[src/rtl/router_pkg.sv]
// Shared definitions for the router packet transmitter: FSM state
// encoding, completion status codes and header field layout.
package router_pkg;

    // Header layout: {len, dest}
    localparam int HDR_DEST_W   = 2;
    localparam int HDR_LEN_W    = 6;
    localparam int HDR_W        = HDR_DEST_W + HDR_LEN_W;

    // Destination code the router has no output port for
    localparam int DEST_INVALID = 3;

    // Transmitter FSM states
    localparam logic [2:0] S_IDLE     = 3'd0;
    localparam logic [2:0] S_LOAD     = 3'd1;
    localparam logic [2:0] S_HEADER   = 3'd2;
    localparam logic [2:0] S_PAYLOAD  = 3'd3;
    localparam logic [2:0] S_PARITY   = 3'd4;
    localparam logic [2:0] S_WAIT_ERR = 3'd5;

    // Completion status reported alongside done
    typedef enum logic [1:0] {
        ST_OK   = 2'b00,
        ST_PERR = 2'b01,
        ST_REJ  = 2'b10,
        ST_TMO  = 2'b11
    } status_e;

endpackage

[src/rtl/pkt_tx_buffer.sv]
// Payload store for one packet: register array with a synchronous write
// port, a combinational read port at the read pointer plus a look-ahead
// read at rd_ptr+1 so the registered data_out can be loaded one byte early.
module pkt_tx_buffer
    import router_pkg::*;
#(
    parameter int LEN_W = HDR_LEN_W,
    parameter int DW    = HDR_W
) (
    input  logic             clk,
    input  logic             rst,
    input  logic             clr_i,
    input  logic             wr_en_i,
    input  logic [DW-1:0]    wr_data_i,
    input  logic             rd_adv_i,
    output logic [LEN_W-1:0] wr_ptr_o,
    output logic [LEN_W-1:0] rd_ptr_o,
    output logic [DW-1:0]    rd_data_o,
    output logic [DW-1:0]    rd_next_o
);

    localparam int DEPTH = 2 ** LEN_W;

    logic [DW-1:0]    mem_q [DEPTH];
    logic [LEN_W-1:0] wr_ptr_q, wr_ptr_d;
    logic [LEN_W-1:0] rd_ptr_q, rd_ptr_d;

    // Byte storage write port
    // NOTE: the array has no reset; every entry read is written first in
    // the same packet, and a resettable array would become flops with a
    // reset tree instead of plain storage.
    always_ff @(posedge clk) begin
        if (wr_en_i) begin
            mem_q[wr_ptr_q] <= wr_data_i;
        end
    end

    // Pointer next-state: clear wins over advance
    always_comb begin
        wr_ptr_d = wr_ptr_q;
        rd_ptr_d = rd_ptr_q;
        if (clr_i) begin
            wr_ptr_d = '0;
            rd_ptr_d = '0;
        end else begin
            if (wr_en_i)  wr_ptr_d = wr_ptr_q + LEN_W'(1);
            if (rd_adv_i) rd_ptr_d = rd_ptr_q + LEN_W'(1);
        end
    end

    // Pointer registers
    // NOTE: state registers use non-blocking assignments so every flop
    // samples the pre-edge value regardless of statement order.
    always_ff @(posedge clk or negedge rst) begin
        if (!rst) begin
            wr_ptr_q <= '0;
            rd_ptr_q <= '0;
        end else begin
            wr_ptr_q <= wr_ptr_d;
            rd_ptr_q <= rd_ptr_d;
        end
    end

    assign wr_ptr_o  = wr_ptr_q;
    assign rd_ptr_o  = rd_ptr_q;
    assign rd_data_o = mem_q[rd_ptr_q];
    assign rd_next_o = mem_q[rd_ptr_q + LEN_W'(1)];

endmodule

[src/rtl/router_pkt_tx.sv]
// Packet transmitter feeding the 1x3 router input. Buffers a whole payload,
// then emits header, payload and parity as a gap-free burst under busy
// back-pressure, and reports completion with the router's parity verdict.
module router_pkt_tx
    import router_pkg::*;
#(
    parameter int DEST_W  = HDR_DEST_W,
    parameter int LEN_W   = HDR_LEN_W,
    parameter int DW      = HDR_W,
    parameter int TIMEOUT = 32
) (
    input  logic              clk,
    input  logic              rst,
    input  logic              cmd_valid,
    output logic              cmd_ready,
    input  logic [DEST_W-1:0] cmd_dest,
    input  logic [LEN_W-1:0]  cmd_len,
    input  logic              s_valid,
    output logic              s_ready,
    input  logic [DW-1:0]     s_data,
    output logic              pkt_valid,
    output logic [DW-1:0]     data_out,
    input  logic              busy,
    input  logic              err,
    output logic              done,
    output logic [1:0]        status
);

    localparam int TMO_W = $clog2(TIMEOUT + 1);

    logic [2:0]        state_q, state_d;
    logic [DEST_W-1:0] dest_q, dest_d;
    logic [LEN_W-1:0]  len_q, len_d;
    logic [DW-1:0]     par_q, par_d;
    logic [TMO_W-1:0]  tmo_q, tmo_d;
    logic              err_q, err_d;
    logic              pkt_valid_q, pkt_valid_d;
    logic [DW-1:0]     data_q, data_d;
    logic              done_q, done_d;
    logic [1:0]        status_q, status_d;

    logic              buf_clr, buf_wr, buf_rd_adv;
    logic [LEN_W-1:0]  wr_ptr, rd_ptr, last_idx;
    logic [DW-1:0]     rd_data, rd_next;
    logic              in_flight;
    logic              rejected;

    pkt_tx_buffer #(
        .LEN_W (LEN_W),
        .DW    (DW)
    ) u_buffer (
        .clk       (clk),
        .rst       (rst),
        .clr_i     (buf_clr),
        .wr_en_i   (buf_wr),
        .wr_data_i (s_data),
        .rd_adv_i  (buf_rd_adv),
        .wr_ptr_o  (wr_ptr),
        .rd_ptr_o  (rd_ptr),
        .rd_data_o (rd_data),
        .rd_next_o (rd_next)
    );

    assign last_idx  = len_q - LEN_W'(1);
    assign in_flight = (state_q == S_HEADER) || (state_q == S_PAYLOAD) ||
                       (state_q == S_PARITY) || (state_q == S_WAIT_ERR);
    assign rejected  = (cmd_dest == DEST_W'(DEST_INVALID)) || (cmd_len == '0);

    // Handshake readies decode straight from state
    assign cmd_ready = (state_q == S_IDLE);
    assign s_ready   = (state_q == S_LOAD);

    // FSM next-state and registered-output next values
    // NOTE: every signal written here gets a default first, so no path
    // leaves one unassigned and no latch is inferred.
    always_comb begin
        state_d     = state_q;
        dest_d      = dest_q;
        len_d       = len_q;
        par_d       = par_q;
        tmo_d       = tmo_q;
        err_d       = err_q;
        pkt_valid_d = pkt_valid_q;
        data_d      = data_q;
        done_d      = 1'b0;
        status_d    = status_q;
        buf_clr     = 1'b0;
        buf_wr      = 1'b0;
        buf_rd_adv  = 1'b0;

        case (state_q)
            S_IDLE: begin
                if (cmd_valid) begin
                    if (rejected) begin
                        done_d   = 1'b1;
                        status_d = ST_REJ;
                    end else begin
                        dest_d  = cmd_dest;
                        len_d   = cmd_len;
                        par_d   = {cmd_len, cmd_dest};
                        err_d   = 1'b0;
                        tmo_d   = '0;
                        buf_clr = 1'b1;
                        state_d = S_LOAD;
                    end
                end
            end
            S_LOAD: begin
                if (s_valid) begin
                    buf_wr = 1'b1;
                    par_d  = par_q ^ s_data;
                    if (wr_ptr == last_idx) begin
                        state_d     = S_HEADER;
                        pkt_valid_d = 1'b1;
                        data_d      = {len_q, dest_q};
                    end
                end
            end
            S_HEADER: begin
                if (!busy) begin
                    state_d = S_PAYLOAD;
                    data_d  = rd_data;
                end
            end
            S_PAYLOAD: begin
                if (!busy) begin
                    if (rd_ptr == last_idx) begin
                        state_d     = S_PARITY;
                        pkt_valid_d = 1'b0;
                        data_d      = par_q;
                    end else begin
                        buf_rd_adv = 1'b1;
                        data_d     = rd_next;
                    end
                end
            end
            S_PARITY: begin
                if (!busy) begin
                    state_d = S_WAIT_ERR;
                    data_d  = '0;
                end
            end
            S_WAIT_ERR: begin
                err_d = err_q | err;
                if (!busy) begin
                    state_d  = S_IDLE;
                    done_d   = 1'b1;
                    status_d = (err_q | err) ? ST_PERR : ST_OK;
                end
            end
            default: begin
                state_d = S_IDLE;
            end
        endcase

        // Stalled-router watchdog overrides any in-flight progress
        if (in_flight) begin
            if (busy) begin
                if (tmo_q == TMO_W'(TIMEOUT - 1)) begin
                    state_d     = S_IDLE;
                    pkt_valid_d = 1'b0;
                    data_d      = '0;
                    done_d      = 1'b1;
                    status_d    = ST_TMO;
                    tmo_d       = '0;
                    buf_clr     = 1'b1;
                end else begin
                    tmo_d = tmo_q + TMO_W'(1);
                end
            end else begin
                tmo_d = '0;
            end
        end
    end

    // State and output registers
    always_ff @(posedge clk or negedge rst) begin
        if (!rst) begin
            state_q     <= S_IDLE;
            dest_q      <= '0;
            len_q       <= '0;
            par_q       <= '0;
            tmo_q       <= '0;
            err_q       <= 1'b0;
            pkt_valid_q <= 1'b0;
            data_q      <= '0;
            done_q      <= 1'b0;
            status_q    <= '0;
        end else begin
            state_q     <= state_d;
            dest_q      <= dest_d;
            len_q       <= len_d;
            par_q       <= par_d;
            tmo_q       <= tmo_d;
            err_q       <= err_d;
            pkt_valid_q <= pkt_valid_d;
            data_q      <= data_d;
            done_q      <= done_d;
            status_q    <= status_d;
        end
    end

    assign pkt_valid = pkt_valid_q;
    assign data_out  = data_q;
    assign done      = done_q;
    assign status    = status_q;

endmodule

[config.mk]
export PLATFORM = sky130hd
export DESIGN_NAME = router_pkt_tx
export DESIGN_NICKNAME = d
export VERILOG_FILES = /design/src/rtl/router_pkg.sv /design/src/rtl/pkt_tx_buffer.sv /design/src/rtl/router_pkt_tx.sv
export SDC_FILE = /design/constraint.sdc
export NUM_CORES = 1
export LEC_CHECK = 0
export BUFFER_PORTS_ARGS = -buffer_cell sky130_fd_sc_hd__buf_2
export CAP_MARGIN = 10
export CORE_UTILIZATION = 32
export DETAILED_ROUTE_END_ITERATION = 8
export PLACE_DENSITY = 0.5
export SLEW_MARGIN = 25
export SYNTH_ARGS = -nofsm -noshare
export SYNTH_HDL_FRONTEND = slang
export SYNTH_SLANG_ARGS = --single-unit
[constraint.sdc]
create_clock -name clk -period 3.19 [get_ports clk]
set_input_delay 0.319 -clock clk [delete_from_list [all_inputs] [get_ports clk]]
set_output_delay 0.319 -clock clk [all_outputs]
set_load 0.01 [all_outputs]
==> After elaboration in Yosys (flattened, before gate mapping) <==
Memory sizes are Yosys's and may differ from the RTL's.
Cells that the tools add are included.
W data, S select, Z words.
{ "op_classes": {"add_sub_neg": 4, "eq_ne": 13, "muxes": 76, "bitwise": 3, "n_reduce_logical": 16} }
{ "op_table": {"columns": ["operator", "n"], "rows": [
  ["$mux W8", 12],
  ["$mux W6", 10],
  ["$mux W3", 12],
  ["$pmux W8 S4", 1],
  ["$mux W1", 29],
  ["$add A6 B1 Y6 const B", 3],
  ["$pmux W3 S6", 1],
  ["$pmux W8 S2", 1],
  ["$eq A6 B6 Y1", 2],
  ["$mux W2", 6],
  ["$reduce_bool A2 Y1", 6],
  ["$reduce_and A3 Y1", 3],
  ["$ne A2 B2 Y1 const B", 4],
  ["$xor A8 B8 Y8", 1],
  ["$eq A3 B2 Y1 const B", 2],
  ["$eq A3 B3 Y1 const B", 2],
  ["$eq A6 B5 Y1 const B", 1],
  ["$logic_not A6 Y1", 1],
  ["$pmux W1 S2", 3],
  ["$sub A6 B1 Y6 const B", 1],
  ["$logic_or A1 B1 Y1", 4],
  ["$pmux W2 S2", 1],
  ["$reduce_and A4 Y1", 1],
  ["$eq A3 B1 Y1 const B", 1],
  ["other kinds (4)", 4]
]} }
{ "word_totals": {"register_bits": 50, "ram_bits": 512, "out_inout_bits": 14, "memories": 1} }
{ "mem_list": {"columns": ["memory", "depth", "word_bits", "rd", "rd_clocked_by_memory_dff", "write_ports", "line_no", "text"], "rows": [
  ["u_buffer.mem_q", 64, 8, 2, 0, 1, "pkt_tx_buffer.sv:24", "logic [DW-1:0] mem_q [DEPTH];"]
]} }

==> Depth between registers and ports, before layout <==
{ "depth": {"depth_word": 9, "mapped_depth": 13} }

==> Cells and area by module <==
From an unflattened synthesis, not the netlist that was laid out.
{ "hier_totals": {"cells_unflattened": 1958, "hier_area_um2": 27717.8} }
{ "by_module_without_submodules": {"columns": ["mod", "instances", "cells_per_inst", "area_per_inst_um2"], "rows": [
  ["pkt_tx_buffer", 1, 1637, 24967.7],
  ["router_pkt_tx", 1, 321, 2750.1]
]} }

==> Least setup slack after synthesis <==
OpenSTA, ideal clock, no wires.
{ "synth_path": {"path_kind": "flip-flop to flip-flop", "start": "reg u_buffer.rd_ptr_q[0] (netlist: u_buffer.rd_ptr_o[0])", "end": "reg data_q[6] (netlist: data_out[6])", "arrival_ps": 2964, "required_time_ps": 3058, "setup_slack_ps": 95, "path_stages_with_launch": 9, "synth_period_minus_slack_ps": 3095, "cell_sequence": "dfrtp_1 ha_1 clkbuf_1 buf_1 mux4_2 mux4_2 mux4_2 o221ai_1 nand3_1"} }
{ "synth_via": {"elab_chain_cells": 8} }
{ "synth_lines": {"columns": ["item", "line_no", "text"], "rows": [
  ["start: declaration", "pkt_tx_buffer.sv:26", "logic [LEN_W-1:0] rd_ptr_q, rd_ptr_d;"],
  ["start signal: assignment", "pkt_tx_buffer.sv:60", "rd_ptr_q <= rd_ptr_d;"],
  ["$add A6 B1 Y6", "pkt_tx_buffer.sv:67", "assign rd_next_o = mem_q[rd_ptr_q + LEN_W'(1)];"],
  ["$mem_v2 Z64 W8", null, null],
  ["$mux W8", "router_pkt_tx.sv:127", "if (rd_ptr == last_idx) begin"],
  ["$mux W8", "router_pkt_tx.sv:126", "if (!busy) begin"],
  ["$pmux W8 S4 (*)", "router_pkt_tx.sv:91", "case (state_q)"],
  ["$mux W8", "router_pkt_tx.sv:159", "if (tmo_q == TMO_W'(TIMEOUT - 1)) begin"],
  ["$mux W8", "router_pkt_tx.sv:158", "if (busy) begin"],
  ["$mux W8 (*)", "router_pkt_tx.sv:157", "if (in_flight) begin"],
  ["named net data_d[6]", "router_pkt_tx.sv:38", "logic [DW-1:0] data_q, data_d;"],
  ["end signal: assignment", "router_pkt_tx.sv:197", "data_q <= data_d;"],
  ["end: declaration", "router_pkt_tx.sv:38", null]
]} }
Mark *: on every way through the listed nets, which the timed path passes. The rest lies on a longest branch.
A chain may end at the register's enable or synchronous reset.

==> Worst setup path in the final report <==
{ "layout_path": {"start": "reg u_buffer.rd_ptr_q[1] (netlist: u_buffer.rd_ptr_o[1])", "end": "reg data_q[6] (netlist: data_out[6])"} }
The elaborated chain is that of the path after synthesis.

==> impl_metrics.yaml <==
worst_setup_path:
  end_kind: "flip-flop"
  reg2reg_depth: 8
  startpoint_type: "flip-flop"
  crit_required_ps: 3680
  critPathMaxFanout: 13
  crit_arrival_ps: 3630
  path_class: "flip-flop to flip-flop"
synth:
  yosys_warnings: 0
  synth_common_cells: "512 x edfxtp_1, 268 x mux4_2, 141 x nand2_1, 94 x nor2_1, 60 x mux2i_1"
  synth_flop_cell: "edfxtp_1"
  yosysUniqueCellTypes: 75
  synth_nets: 1657
  synth_cells: 1630
  synth.most_common_cell: "edfxtp_1"
  ys_seq_area_share_pct: 60.4
  synthTopCellsByArea: "edfxtp_1 56%, mux4_2 22%, dfrtp_1 4.5%"
  synth_largest_area_cell: "edfxtp_1"
  async_flop_share_pct: 8.90
  syn_avg_cell_area_um2: 16.9
  ys_ff_latch: 562
  synth_area_um2: 27500
  synth_top_area_share_pct: 55.9
  synth-edff-count: 512
global_route:
  grt_overflow: 0
  grt_pass1_vias: 17200
  top_usage_layer: "met2"
  grt_util_met1_pct: 26.9
  grt_pass1_wl_um: 121000
  antenna_found_initial: 1
  grt_max_degree: 69
  gr-usage-met3_pct: 2.71
  gr-usage-met2_pct: 30.8
  grt.total_usage_pct: 19.2
sta:
  skew_ps: 20.8
  slew_headroom_pct: 38.9
  rsz0062_at_grt: "yes"
  whs_ps: 95.0
  fmax_ghz: 0.318
  final.setup.worst_slack_ps: 49.6
  finalSetupViolCount: 0
  layout_min_cycle_time_ps: 3140
  fin_crit_sh_pct: 98.4
  drv_slew: 0
  max_slew.worst_pin.slew_ps: 916
  hold_violations: 0
  tns_ps: 0
power_and_ir_drop:
  clockPowerShare_pct: 28.9
  pwr-share-comb_pct: 36.6
  total_leakage_power_nw: 10.6
  irDropWorstVdd_v: 0.000396
  power.density_nw_per_um2: 774
  internal_power_mw: 17.0
  swShare_pct: 32.3
  p_seq_share_pct: 34.5
  power.switching_mw: 8.12
  power_mw: 25.1
placement:
  dp.cells: 2870
  portBuffers: 35
  preCtsSetupSlack_ps: 36.9
  placed_cell_area_um2: 30200
  hpwl_um: 56700
  gp_congestion: 0.915
detailed_routing:
  drt_iter0_drc: 1550
  dr.pass1.iters: 5
  vias: 16800
  drt-total-wl_um: 82400
  postRouteAntennaNets: 0
  drt-wirelength-per-cell_um: 27.4
  drc: 0
  detail_route.vias_per_cell: 5.58
die:
  chipHeight_um: 295
  die-area_um2: 87200
  ios: 36
  initial_utilization_pct: 32.3
  core_region_area_um2: 85100
  num_rows: 107
  die_x_um: 295
finish:
  final_area_um2: 32500
  fin_cells: 3008
  num-nets-final: 1839
  area_growth_pct: 18.0
  fillers: 7915
  fin_util_pct: 38.1
  drive_gt1_share_pct: 33.9
clocking:
  ctsRootBufferMaster: "clkbuf_16"
  cts_buffer_depth: 3
  cts_buffers: 66
  cts-htree-levels: 3
  cts_tree: "yes"
  worstSkewPairLatency_ps: 610
  cts.sinks: 562
  cts.clk_slew.worst_paths_ps: 60
hold_path:
  min_path_cells: 4
  hold_class: "input pin to flip-flop"
run:
  maxCapViolations: 0
status:
  status: "completed"
## layout make-up
class                   instances  area, µm²  share of cell area (%)
diodes                          2       5.00                  0.0154
flip-flops and latches        562      16600                    51.2
inverters                      20       75.1                   0.231
clock inverters                36        318                   0.979
repair buffers                234       1960                    6.05
multi-input cells             928      10300                    31.8
clock buffers                  82       1730                    5.34
well taps                    1144       1430                    4.41
## state kept, by name (all words and copies together), names as in the netlist
signal,flops
data_out,8
dest_q,2
done,1
err_q,1
len_q,6
par_q,8
pkt_valid,1
state_q,3
status,2
tmo_q,6
u_buffer.mem_q,512
u_buffer.rd_ptr_o,6
u_buffer.wr_ptr_o,6
## worst paths after layout
path | start | endpoint | slack [ps]
max in group asynchronous | rst | u_buffer.rd_ptr_o[1] | 2150
setup reg to reg | u_buffer.rd_ptr_o[1] | data_out[6] | 50
hold / removal | cmd_valid | status[0] | 100
hold reg to reg | status[1] | status[1] | 480
min in group asynchronous | rst | tmo_q[4] | 340
setup / recovery | u_buffer.rd_ptr_o[1] | data_out[6] | 50
## routing by layer
layer / share of wire, % / routed length, µm / vias to the layer above
met3: 5.7 / 4710 / 103
met4: 2.6 / 2130 / 0
met1: 44 / 36300 / 8971
li1: - / - / 7113
met2: 48 / 39200 / 584
met5: 0 / 0 / -
## cell families after synthesis
logic type / synth area share [%]
AO/OA/AOI/OAI: 5.14
XOR/XNOR: 0.823
adder cells (fa/ha/maj): 0.227
buffers and inverters: 2.40
flip-flops: 60.4
multiplexers: 24.9
AND/OR/NAND/NOR: 6.07
## timing repair
item                                    CTS  global route
resized for setup                         0             8
endpoints found under the setup margin    0             8
hold endpoints to repair                 39             0
buffers inserted                          0             7
hold buffers                             11             0
## placed cells by master, fill, tap and decap left out, types with 15 or more instances in the layout
cell type	n
a211oi_1	19
a21oi_1	23
buf_12	19
buf_2	33
buf_4	169
clkbuf_1	15
clkbuf_16	67
dfrtp_1	47
edfxtp_1	512
inv_1	19
mux2_2	20
mux2i_1	59
mux4_2	268
nand2_1	141
nand3_1	42
nor2_1	94
o21ai_0	41
## critical path: stages (launching register included)
cell      delay (ps)
dfrtp_4          540
ha_4             390
buf_12           200
buf_4            130
mux4_2           510
mux4_2           460
mux4_2           510
o221ai_1         180
nand3_1           90
## power groups by stage
stage                     Sequential, mW  Clock [mW]  Combinational, mW
after floorplan                     8.66           0               6.13
after global placement              8.79           0               9.00
after detailed placement            8.79           0               9.06
after CTS                           8.65        7.42               9.11
after global routing                8.69        7.69               9.83
final                               8.67        7.26               9.19
Note: power is estimated with default switching activity, not from simulation.
